## src/rtl/regwr_pkg.sv

```systemverilog
`default_nettype none
// ============================================================================
// Module      : regwr_pkg
// Description : Request kinds, bank control-word encoding and queued entry
//               type shared by the register write sequencer.
// Revision    : 1.0 - initial release
// ============================================================================
package regwr_pkg;

    typedef enum logic [2:0] {
        KIND_NOP    = 3'd0,
        KIND_REG    = 3'd1,
        KIND_MULDIV = 3'd2,
        KIND_PTIME  = 3'd3,
        KIND_RF     = 3'd4,
        KIND_PUSH   = 3'd5,
        KIND_POP    = 3'd6,
        KIND_RSVD   = 3'd7
    } kind_e;

    typedef enum logic [1:0] {
        ST_IDLE = 2'd0,
        ST_RUN  = 2'd1,
        ST_HELD = 2'd2
    } state_e;

    // Mode field occupies ctrl[7:5]; remaining bits are individual strobes.
    localparam logic [2:0] LDREG    = 3'b001;
    localparam logic [2:0] LDMULDIV = 3'b110;
    localparam logic [2:0] LDRF     = 3'b111;

    localparam int ESCREG1   = 0;
    localparam int ESCREG2   = 1;
    localparam int PILHA2    = 2;
    localparam int EMPDESEMP = 3;
    localparam int PILHA1    = 4;

    typedef struct packed {
        kind_e       kind;
        logic [4:0]  dst;
        logic [31:0] data0;
        logic [31:0] data1;
    } entry_t;

    function automatic logic [7:0] ctrl_word(input kind_e k);
        logic [7:0] w;
        w = 8'h00;
        case (k)
            KIND_REG: begin
                w[7:5]     = LDREG;
                w[ESCREG1] = 1'b1;
            end
            KIND_MULDIV: w[7:5] = LDMULDIV;
            KIND_PTIME: begin
                w[7:5]     = LDMULDIV;
                w[ESCREG1] = 1'b1;
                w[ESCREG2] = 1'b1;
            end
            KIND_RF: w[7:5] = LDRF;
            KIND_PUSH: begin
                w[PILHA1]    = 1'b1;
                w[EMPDESEMP] = 1'b1;
            end
            KIND_POP: w[EMPDESEMP] = 1'b1;
            default: w = 8'h00;
        endcase
        return w;
    endfunction

    // NOP, reserved kind and writes to r0 are accepted but never queued.
    function automatic logic entry_kept(input kind_e k, input logic [4:0] dst);
        logic keep;
        keep = 1'b0;
        case (k)
            KIND_REG:                                            keep = (dst != 5'd0);
            KIND_MULDIV, KIND_PTIME, KIND_RF, KIND_PUSH, KIND_POP: keep = 1'b1;
            default:                                             keep = 1'b0;
        endcase
        return keep;
    endfunction

    function automatic logic uses_data0(input kind_e k);
        return (k == KIND_REG) || (k == KIND_MULDIV) || (k == KIND_PTIME) || (k == KIND_RF);
    endfunction

endpackage
`default_nettype wire

```

## src/rtl/reg_write_sequencer_if.sv

```systemverilog
`default_nettype none
// ============================================================================
// Module      : reg_write_sequencer_if
// Description : Request, bank-output and hazard signals of the register
//               write sequencer.
// Revision    : 1.0 - initial release
// ============================================================================
interface reg_write_sequencer_if;
    logic        req_valid;
    logic        req_ready;
    logic [2:0]  req_kind;
    logic [4:0]  req_reg;
    logic [31:0] req_data0;
    logic [31:0] req_data1;
    logic        hold;
    logic        flush;
    logic [4:0]  rd_idx0;
    logic [4:0]  rd_idx1;
    logic        hazard;
    logic [7:0]  ctrl;
    logic [4:0]  RE0;
    logic [31:0] esc0;
    logic [31:0] esc1;
    logic        busy;

    modport master (
        output req_valid, req_kind, req_reg, req_data0, req_data1,
        output hold, flush, rd_idx0, rd_idx1,
        input  req_ready, hazard, ctrl, RE0, esc0, esc1, busy
    );

    modport slave (
        input  req_valid, req_kind, req_reg, req_data0, req_data1,
        input  hold, flush, rd_idx0, rd_idx1,
        output req_ready, hazard, ctrl, RE0, esc0, esc1, busy
    );
endinterface
`default_nettype wire

```

## src/rtl/regwr_fifo.sv

```systemverilog
`default_nettype none
// ============================================================================
// Module      : regwr_fifo
// Description : Synchronous FIFO of write entries; exposes the full entry
//               array and a per-slot valid mask for hazard comparison.
// Revision    : 1.0 - initial release
// ============================================================================
module regwr_fifo
    import regwr_pkg::*;
#(
    parameter int DEPTH = 4
)
(
    input  wire logic                   clk,
    input  wire logic                   reset,
    input  wire logic                   i_flush,
    input  wire logic                   i_push,
    input  entry_t                      i_entry,
    input  wire logic                   i_pop,
    output logic                        o_full,
    output logic                        o_empty,
    output logic [$clog2(DEPTH):0]      o_count,
    output entry_t                      o_head,
    output entry_t                      o_entries [DEPTH],
    output logic [DEPTH-1:0]            o_valid
);

    localparam int AW = $clog2(DEPTH);

    entry_t         r_mem [DEPTH];
    logic [AW-1:0]  r_wptr;
    logic [AW-1:0]  r_rptr;
    logic [AW:0]    r_count;

    always_ff @(posedge clk or negedge reset) begin
        if (!reset) begin
            r_wptr  <= '0;
            r_rptr  <= '0;
            r_count <= '0;
        end else if (i_flush) begin
            r_wptr  <= '0;
            r_rptr  <= '0;
            r_count <= '0;
        end else begin
            if (i_push) r_wptr <= r_wptr + 1'b1;
            if (i_pop)  r_rptr <= r_rptr + 1'b1;
            r_count <= r_count + {{AW{1'b0}}, i_push} - {{AW{1'b0}}, i_pop};
        end
    end

    always_ff @(posedge clk) begin
        if (i_push) r_mem[r_wptr] <= i_entry;
    end

    assign o_full    = (r_count == (AW+1)'(DEPTH));
    assign o_empty   = (r_count == '0);
    assign o_count   = r_count;
    assign o_head    = r_mem[r_rptr];
    assign o_entries = r_mem;

    // A slot is live when its distance from the read pointer is below count.
    for (genvar i = 0; i < DEPTH; i++) begin : g_valid
        logic [AW-1:0] w_off;
        assign w_off      = AW'(i) - r_rptr;
        assign o_valid[i] = ({1'b0, w_off} < r_count);
    end

endmodule
`default_nettype wire

```

## src/rtl/reg_write_sequencer.sv

```systemverilog
`default_nettype none
// ============================================================================
// Module      : reg_write_sequencer
// Description : Queues datapath write requests and issues one bank command
//               per cycle. Optional hazard comparator: REGWR_HAZARD_EN.
// Revision    : 1.0 - initial release
// ============================================================================
module reg_write_sequencer
    import regwr_pkg::*;
#(
    parameter int DEPTH = 4
)
(
    input  wire logic              clk,
    input  wire logic              reset,
    reg_write_sequencer_if.slave   bus
);

    localparam int CW = $clog2(DEPTH) + 1;

    state_e           r_state;
    state_e           w_state_next;
    logic [7:0]       r_ctrl;
    logic [4:0]       r_re0;
    logic [31:0]      r_esc0;
    logic [31:0]      r_esc1;
    logic             r_out_valid;

    logic [7:0]       w_ctrl_d;
    logic [4:0]       w_re0_d;
    logic [31:0]      w_esc0_d;
    logic [31:0]      w_esc1_d;

    logic             w_full;
    logic             w_empty;
    logic [CW-1:0]    w_count;
    logic [CW-1:0]    w_left;
    entry_t           w_head;
    entry_t           w_entries [DEPTH];
    logic [DEPTH-1:0] w_valid;
    entry_t           w_new;
    logic             w_push;
    logic             w_pop;

    assign w_new.kind  = kind_e'(bus.req_kind);
    assign w_new.dst   = bus.req_reg;
    assign w_new.data0 = bus.req_data0;
    assign w_new.data1 = bus.req_data1;

    // Flush wins over a simultaneous enqueue; the request is silently lost.
    assign w_push = bus.req_valid && !w_full && !bus.flush
                    && entry_kept(w_new.kind, w_new.dst);
    assign w_pop  = !bus.flush && !bus.hold && !w_empty;
    assign w_left = w_count - {{(CW-1){1'b0}}, w_pop} + {{(CW-1){1'b0}}, w_push};

    regwr_fifo #(.DEPTH(DEPTH)) u_fifo (
        .clk       (clk),
        .reset     (reset),
        .i_flush   (bus.flush),
        .i_push    (w_push),
        .i_entry   (w_new),
        .i_pop     (w_pop),
        .o_full    (w_full),
        .o_empty   (w_empty),
        .o_count   (w_count),
        .o_head    (w_head),
        .o_entries (w_entries),
        .o_valid   (w_valid)
    );

    always_comb begin
        w_state_next = r_state;
        w_ctrl_d     = 8'h00;
        w_re0_d      = 5'd0;
        w_esc0_d     = 32'd0;
        w_esc1_d     = 32'd0;
        if (w_pop) begin
            w_ctrl_d = ctrl_word(w_head.kind);
            if (w_head.kind == KIND_REG)    w_re0_d  = w_head.dst;
            if (uses_data0(w_head.kind))    w_esc0_d = w_head.data0;
            if (w_head.kind == KIND_MULDIV) w_esc1_d = w_head.data1;
        end
        case (r_state)
            ST_IDLE: begin
                if (w_push) w_state_next = bus.hold ? ST_HELD : ST_RUN;
            end
            ST_RUN: begin
                if (bus.flush || (w_left == '0)) w_state_next = ST_IDLE;
                else if (bus.hold)               w_state_next = ST_HELD;
            end
            ST_HELD: begin
                if (bus.flush || (w_left == '0)) w_state_next = ST_IDLE;
                else if (!bus.hold)              w_state_next = ST_RUN;
            end
            default: w_state_next = ST_IDLE;
        endcase
    end

    always_ff @(posedge clk or negedge reset) begin
        if (!reset) begin
            r_state     <= ST_IDLE;
            r_ctrl      <= 8'h00;
            r_re0       <= 5'd0;
            r_esc0      <= 32'd0;
            r_esc1      <= 32'd0;
            r_out_valid <= 1'b0;
        end else begin
            r_state     <= w_state_next;
            r_ctrl      <= w_ctrl_d;
            r_re0       <= w_re0_d;
            r_esc0      <= w_esc0_d;
            r_esc1      <= w_esc1_d;
            r_out_valid <= w_pop;
        end
    end

    assign bus.req_ready = !w_full;
    assign bus.ctrl      = r_ctrl;
    assign bus.RE0       = r_re0;
    assign bus.esc0      = r_esc0;
    assign bus.esc1      = r_esc1;
    assign bus.busy      = !w_empty || r_out_valid;

`ifdef REGWR_HAZARD_EN
    // The output-stage entry is already popped, so it never raises hazard.
    logic [DEPTH-1:0] w_hit;
    for (genvar i = 0; i < DEPTH; i++) begin : g_hazard
        assign w_hit[i] = w_valid[i] && (w_entries[i].kind == KIND_REG)
                          && (w_entries[i].dst != 5'd0)
                          && ((w_entries[i].dst == bus.rd_idx0) || (w_entries[i].dst == bus.rd_idx1));
    end
    assign bus.hazard = |w_hit;
`else
    logic [DEPTH-1:0] w_unused_bits;
    logic             w_unused;
    for (genvar i = 0; i < DEPTH; i++) begin : g_unused
        assign w_unused_bits[i] = ^{w_valid[i], w_entries[i]};
    end
    assign w_unused   = ^{w_unused_bits, bus.rd_idx0, bus.rd_idx1};
    assign bus.hazard = 1'b0;
`endif

endmodule
`default_nettype wire
```

## src/flat_wrapper.sv

```systemverilog
// flat-port wrapper written by rule: the top's interface ports become plain ports
module reg_write_sequencer_flat import regwr_pkg::*;
#(
    parameter int DEPTH = 4
)
  (clk, reset, bus_req_valid, bus_req_kind, bus_req_reg, bus_req_data0, bus_req_data1, bus_hold, bus_flush, bus_rd_idx0, bus_rd_idx1, bus_req_ready, bus_hazard, bus_ctrl, bus_RE0, bus_esc0, bus_esc1, bus_busy);
  reg_write_sequencer_if bus_i ();
  input  wire logic clk;
  input  wire logic reset;
  input wire logic [$bits(bus_i.req_valid)-1:0] bus_req_valid;
  input wire logic [$bits(bus_i.req_kind)-1:0] bus_req_kind;
  input wire logic [$bits(bus_i.req_reg)-1:0] bus_req_reg;
  input wire logic [$bits(bus_i.req_data0)-1:0] bus_req_data0;
  input wire logic [$bits(bus_i.req_data1)-1:0] bus_req_data1;
  input wire logic [$bits(bus_i.hold)-1:0] bus_hold;
  input wire logic [$bits(bus_i.flush)-1:0] bus_flush;
  input wire logic [$bits(bus_i.rd_idx0)-1:0] bus_rd_idx0;
  input wire logic [$bits(bus_i.rd_idx1)-1:0] bus_rd_idx1;
  output wire logic [$bits(bus_i.req_ready)-1:0] bus_req_ready;
  output wire logic [$bits(bus_i.hazard)-1:0] bus_hazard;
  output wire logic [$bits(bus_i.ctrl)-1:0] bus_ctrl;
  output wire logic [$bits(bus_i.RE0)-1:0] bus_RE0;
  output wire logic [$bits(bus_i.esc0)-1:0] bus_esc0;
  output wire logic [$bits(bus_i.esc1)-1:0] bus_esc1;
  output wire logic [$bits(bus_i.busy)-1:0] bus_busy;
  assign bus_i.req_valid = bus_req_valid;
  assign bus_i.req_kind = bus_req_kind;
  assign bus_i.req_reg = bus_req_reg;
  assign bus_i.req_data0 = bus_req_data0;
  assign bus_i.req_data1 = bus_req_data1;
  assign bus_i.hold = bus_hold;
  assign bus_i.flush = bus_flush;
  assign bus_i.rd_idx0 = bus_rd_idx0;
  assign bus_i.rd_idx1 = bus_rd_idx1;
  assign bus_req_ready = bus_i.req_ready;
  assign bus_hazard = bus_i.hazard;
  assign bus_ctrl = bus_i.ctrl;
  assign bus_RE0 = bus_i.RE0;
  assign bus_esc0 = bus_i.esc0;
  assign bus_esc1 = bus_i.esc1;
  assign bus_busy = bus_i.busy;
  reg_write_sequencer #(.DEPTH(DEPTH)) u_core (.clk(clk), .reset(reset), .bus(bus_i));
endmodule
```

## config.mk

```make
export PLATFORM = sky130hd
export DESIGN_NAME = reg_write_sequencer_flat
export DESIGN_NICKNAME = d
export VERILOG_FILES = /design/src/rtl/regwr_pkg.sv /design/src/rtl/reg_write_sequencer_if.sv /design/src/rtl/regwr_fifo.sv /design/src/rtl/reg_write_sequencer.sv /design/src/flat_wrapper.sv
export SDC_FILE = /design/constraint.sdc
export NUM_CORES = 1
export LEC_CHECK = 0
export ABC_AREA = 1
export CORE_MARGIN = 2
export CORE_UTILIZATION = 50
export CTS_BUF_LIST = sky130_fd_sc_hd__clkbuf_4
export CTS_CLUSTER_DIAMETER = 100
export DETAILED_ROUTE_END_ITERATION = 8
export PLACE_DENSITY = 0.75
export SLEW_MARGIN = 10
export SYNTH_ARGS = -nofsm -noshare
export SYNTH_HDL_FRONTEND = slang
export SYNTH_SLANG_ARGS = --single-unit
```

## constraint.sdc

```tcl
create_clock -name clk -period 5.8 [get_ports clk]
set_input_delay 0.58 -clock clk [delete_from_list [all_inputs] [get_ports clk]]
set_output_delay 0.58 -clock clk [all_outputs]
set_load 0.1 [all_outputs]
```

==> metrics.txt, run 1 <==
largest net degree at the start of global routing 103; Avg WL per Cell 16.7 um; status completed; Post-Route WL 28500 um; Detail Route Antenna Nets 0; Die Area 29900 sq um; CTS sink count 371; RSZ-0062 raised after global routing no; most frequent cells after synthesis edfxtp_1, nor2_1, o21ai_0, dfrtp_1, inv_1; area grow syn2layout 21.1%; synthesized instance count 1057; Worst EP arrival 2.64 ns; Synth area leader edfxtp_1; port bufs 154; grt ovf 0; Primary FF master, synth edfxtp_1; Root Driver clkbuf_4; WP data required 5.22 ns; crit path max fanout 4; Remaining DRCs 0; dpl hpwl 15400 um; Synth async-reset ratio 22.4%; Final Max Tran Viols 0; first-pass GRT wire length 45000 um; WS Path Type flop to primary output; Final GP Congestion 0.778; Setup WS post-layout 2.58 ns; final setup vio count 0; CTS tree done; final hold vios 0; most common cell in the netlist edfxtp_1; post-CTS setup buffer count 0; number of global-route vias before repair 8679; vias 8706; Post-synth EDFFs 288; leakage 6.38 nW; layout cell share with drive strength beyond 1 20.8%; Worst setup EP type primary output; Post-Place Setup Slack 2.45 ns; Post-Syn Area 14200 sq um; Vias per Instance 5.09; crit share post-route 55.5%; synth top area cells edfxtp_1, dfrtp_1, nor2_1, o21ai_0, nor3_2; Yosys top cell area share 60.7%; HP Class input port to async pin; Fin Hold WS 0.493 ns; Max H-tree Level 3; Reg clk slew, reported paths 0.07 ns; fmax 311 MHz; Max-Cap Viols 0; worst-margin pin slew 1.06 ns; worst vdd ir 0.200 mV; Die Wd 173 um; Synth Register Bits 371; IO Pins 167; CTS Buf Count 90; Initial DRT Pass Iterations 5; initial antenna violation count 2; Synth cell types 32; cts repair resizes 0; fin nets 1349; std cell rows 61; Hold Buf Count CTS 1; Slew headroom 29.3%; min Tclk post-route 3.22 ns; Starting DRT DRC Count 622; post-synthesis sequential area ratio 75.3%; clock latency on the worst-skew pair 0.68 ns; P per Cell Area 406 nW/um^2; synthesized area per cell 13.5 sq um; Synth Warn # 0; Fin Setup TNS 0 ns; die height 173 um; Setup crit start kind flop; starting density of the core 51.0%; Core Area 27900 sq um; Total Routing Usage GR 19.3%; Clock Skews 0.0454 ns; clock buffer depth 3
-- worst max-delay path: stages (launching register included) --
cell and delay [ns]:
dfrtp_1 0.43, nor2_1 0.15, nand2_1 0.14, or2_2 0.29, clkdlybuf4s50_1 0.96
-- logic make-up (layout without fill, tap and decap cells) --
| kind of cell | after synthesis | after routing | share of synthesized area (%) |
|---|---|---|---|
| flip-flops | 371 | 371 | 75.3 |
| AND/OR/NAND/NOR | 344 | 344 | 12.2 |
| adder cells (fa/ha/maj) | 7 | 7 | 0.668 |
| AO/OA/AOI/OAI | 213 | 213 | 7.81 |
| other | 1 | 4 | 0.0263 |
| buffers and inverters | 121 | 392 | 3.95 |
-- state kept, by name, summed over array words and instances, names as in the netlist --
signal                   count
u_core.u_fifo.r_rptr         2
u_core.r_out_valid           1
u_core.bus.RE0               5
u_core.bus.ctrl              6
u_core.u_fifo.r_wptr         2
u_core.u_fifo.o_entries    288
u_core.bus.esc0             32
u_core.bus.esc1             32
u_core.u_fifo.o_count        3
-- through the flow --
step           power, mW  instance area [sq um]  util (%)  std cells
3_3_place_gp        4.95                  16100      57.5       1540
4_1_cts             7.09                  17200      61.7       1707
3_5_place_dp        5.00                  16100      57.5       1540
6_report            7.00                  17200      61.7       1709
5_1_grt             7.39                  17200      61.7       1708
2_1_floorplan       4.60                  14200         -       1058
-- cell usage in the layout (no fill, tap or decap), types with 32 or more instances in the layout --
master           instances
clkdlybuf4s50_1        153
o22ai_1                 37
nand2_2                 33
o21ai_0                143
dfrtp_1                 81
inv_1                   55
clkbuf_4               140
o21ai_1                 32
nand2_1                 32
nor2_1                 187
edfxtp_1               288
-- metal layers --
| metal | routed length (um) | track usage (%) |
|---|---|---|
| met4 | 546 | 8.05 |
| met1 | 12000 | 23.7 |
| met2 | 14300 | 32.6 |
| met3 | 1720 | 4.90 |
| met5 | 0 | 0 |
-- worst paths after layout --
path | startpoint | end | slack, ns | cells past startpoint
setup / recovery | u_core.u_fifo.o_count[1] | bus_busy | 2.58 | 4
hold reg to reg | u_core.u_fifo.r_wptr[0] | u_core.u_fifo.r_wptr[0] | 0.57 | 1
setup reg to reg | u_core.u_fifo.r_rptr[1] | u_core.bus.esc0[0] | 2.90 | 7
max in group asynchronous | reset | u_core.u_fifo.r_rptr[0] | 4.27 | 3
hold / removal | reset | u_core.bus.esc1[8] | 0.49 | 2
min in group clk | bus_req_data1[12] | u_core.u_fifo.o_entries[228] | 0.53 | 1
-- power breakdown --
part	switching [mW]	total, mW	internal (mW)
logic	1.34	1.81	0.463
clock network	0.975	2.08	1.10
registers	0.0887	3.12	3.03
-- area by class of cell --
| type | count | area, sq um |
|---|---|---|
| clock buffer | 140 | 1050 |
| sequential | 371 | 10700 |
| inverter | 57 | 216 |
| timing repair buffer | 169 | 1650 |
| clock inverter | 26 | 115 |
| tap | 378 | 473 |
| multi-input combinational | 566 | 3000 |
| antenna | 2 | 5.00 |
| fill | 2173 | 10700 |
Note: power is estimated with default switching activity, not from simulation.
==> run 2, diff against run 1 <==
--- a/config.mk
+++ b/config.mk
@@ -11,7 +11,7 @@
 export CTS_BUF_LIST = sky130_fd_sc_hd__clkbuf_4
 export CTS_CLUSTER_DIAMETER = 100
 export DETAILED_ROUTE_END_ITERATION = 8
-export PLACE_DENSITY = 0.75
+export PLACE_DENSITY = 0.77
 export SLEW_MARGIN = 10
 export SYNTH_ARGS = -nofsm -noshare
 export SYNTH_HDL_FRONTEND = slang
==> constraint.sdc (replaced) <==
create_clock -name clk -period 2.75 [get_ports clk]
set_input_delay 0.275 -clock clk [delete_from_list [all_inputs] [get_ports clk]]
set_output_delay 0.275 -clock clk [all_outputs]
set_load 0.1 [all_outputs]
==> run 2 against run 1 <==
Effect of this change:
- via count up 1.0%
- critical endpoint is now u_core.bus.esc1[0]
- utilization about the same
- sequential share of layout area about the same
==> metrics.txt, run 2 (synthesis results as in run 1) <==
number of global-route vias before repair 9063 (+4.4%); met3 Track Usage GR 4.62% (-0.29 points); Reg2Reg Depth 6 (-1); Worst setup EP type flop; starting density of the core 51.0% (unchanged); largest net degree at the start of global routing 106 (+2.9%); Detail Route Antenna Nets 0 (unchanged); WS Path Type flop to flop; Initial DRT Pass Iterations 5 (unchanged); worst-margin pin slew 0.826 ns (-0.234 ns); first-pass GRT wire length 46600 um (+3.5%); die height 173 um (unchanged); Fin Setup TNS 0 ns (unchanged); crit path max fanout 31 (+27); CP Capture Point u_core.bus.esc1[0]; initial antenna violation count 4 (+2); Post-Route WL 29600 um (+3.8%); Final Cell Area 17300 sq um (about the same); Die Area 29900 sq um (unchanged); cts repair resizes 0 (unchanged); Root Driver clkbuf_4; CTS tree done; GRT Max-Usage Layer met2; vias 8797 (+1.0%); fmax 452 MHz; CTS sink count 371 (unchanged); Die Wd 173 um (unchanged); CTS Buf Count 88 (-2.2%); Comb power frac 26.5% (+0.7 points); Fin Hold WS 0.215 ns (-0.277 ns); port bufs 154 (unchanged); post-CTS setup buffer count 0 (unchanged); Seq pwr share 43.8% (-0.7 points); Reg clk slew, reported paths 0.07 ns (about the same); met2 Resource Use GR 34.7% (+2.0 points); HP Class input port to flop; min Tclk post-route 2.21 ns; Remaining DRCs 0 (unchanged); Avg WL per Cell 17.3 um (+3.5%); grt met1 use 23.9% (+0.19 points); Worst EP arrival 2.79 ns (+0.15 ns); fin nets 1356 (+0.52%); Reg2Reg Setup Slack 0.54 ns (-2.36 ns); Clock Skews 0.0498 ns (+0.00437 ns); std cell rows 61 (unchanged); crit path launch u_core.u_fifo.r_rptr[1]; Max-Cap Viols 0 (unchanged); leakage 6.61 nW (+3.6%); RSZ-0062 raised after global routing no; Worst R2R End u_core.bus.esc1[0]; layout cell share with drive strength beyond 1 26.6% (+5.8 points); placed cell area 16100 sq um (+0.11%); worst vdd ir 0.491 mV (+150%); commonest non-fill, non-tap cell in the layout edfxtp_1; Hold Buf Count CTS 1 (unchanged); Total Routing Usage GR 19.9% (+0.61 points); grt ovf 0 (unchanged); area grow syn2layout 21.1% (about the same); P per Cell Area 863 nW/um^2 (+110%); Starting DRT DRC Count 590 (-5.1%); Clk pwr share 29.7% (about the same); final setup vio count 0 (unchanged); clock latency on the worst-skew pair 0.69 ns (about the same); clock buffer depth 3 (unchanged); Setup crit start kind flop; final core occ 61.8% (about the same); WP data required 3.33 ns (-1.89 ns); Vias per Instance 5.13 (+0.75%); R2R Path Start u_core.u_fifo.r_rptr[1]; Final Max Tran Viols 0 (unchanged); Int Power 9.81 mW (+110%); Max H-tree Level 3 (unchanged); Final GP Congestion 0.718 (-7.7%); most frequent cells in the layout edfxtp_1, nor2_1, o21ai_0, clkbuf_4, buf_4; crit share post-route 80.5%; Largest register FFs 288 (unchanged); status completed; Core Area 27900 sq um (unchanged); Psw 5.09 mW (+110%); Sw Share 34.2% (-0.20 points); dpl hpwl 16400 um (+6.7%); final hold vios 0 (unchanged); IO Pins 167 (unchanged); Slew headroom 44.9% (+16 points)
==> run 2: metal layers <==
| layer | vias up | part of all wire, % |
|---|---|---|
| met5 | - | 0 |
| met4 | 0 | 2.1 |
| met3 | 47 | 5.7 |
| met2 | 279 | 51 |
| met1 | 4305 | 41 |
| li1 | 4166 | - |
==> run 2: layout make-up <==
class	instances	area, sq um
inverters	57	216
diodes	4	10.0
multi-input cells	566	3000
fillers	2147	10700
clock inverters	27	156
well taps	378	473
repair buffers	178	1660
clock buffers	133	998
flip-flops and latches	371	10700
==> run 2: metrics by stage <==
step	worst slack, ns	instances	power [mW]
floorplan	0.00199	1058	9.70
global placement	0.265	1549	10.5
detailed placement	0.193	1549	10.6
CTS	0.518	1710	15.1
global route	0.347	1712	15.7
finish	0.537	1714	14.9
==> run 2: power groups by stage <==
stage	clock network [mW]	logic (mW)	registers [mW]
after floorplan	0	2.50	7.20
after global placement	0	3.88	6.63
after detailed placement	0	3.96	6.64
after CTS	4.57	3.97	6.53
after global routing	4.86	4.33	6.55
final	4.42	3.94	6.53
==> run 2: how the worst min path moves through the flow <==
stage                                  from                            to  depth (start not counted)
after floorplan                       reset             u_core.bus.RE0[0]                          0
after global placement                reset           u_core.bus.esc0[12]                          1
after detailed placement              reset           u_core.bus.esc0[11]                          1
after CTS                 bus_req_data0[27]  u_core.u_fifo.o_entries[131]                          1
after global routing      bus_req_data0[22]  u_core.u_fifo.o_entries[198]                          1
final                     bus_req_data0[25]  u_core.u_fifo.o_entries[273]                          1
==> run 2: critical path, cell delays in order, from the launching register on <==
cell and delay, ns:
dfrtp_4 0.65, inv_2 0.20, nand3_1 0.11, nand2_1 0.14, nand4_2 0.46, buf_12 0.37, nor3_1 0.17
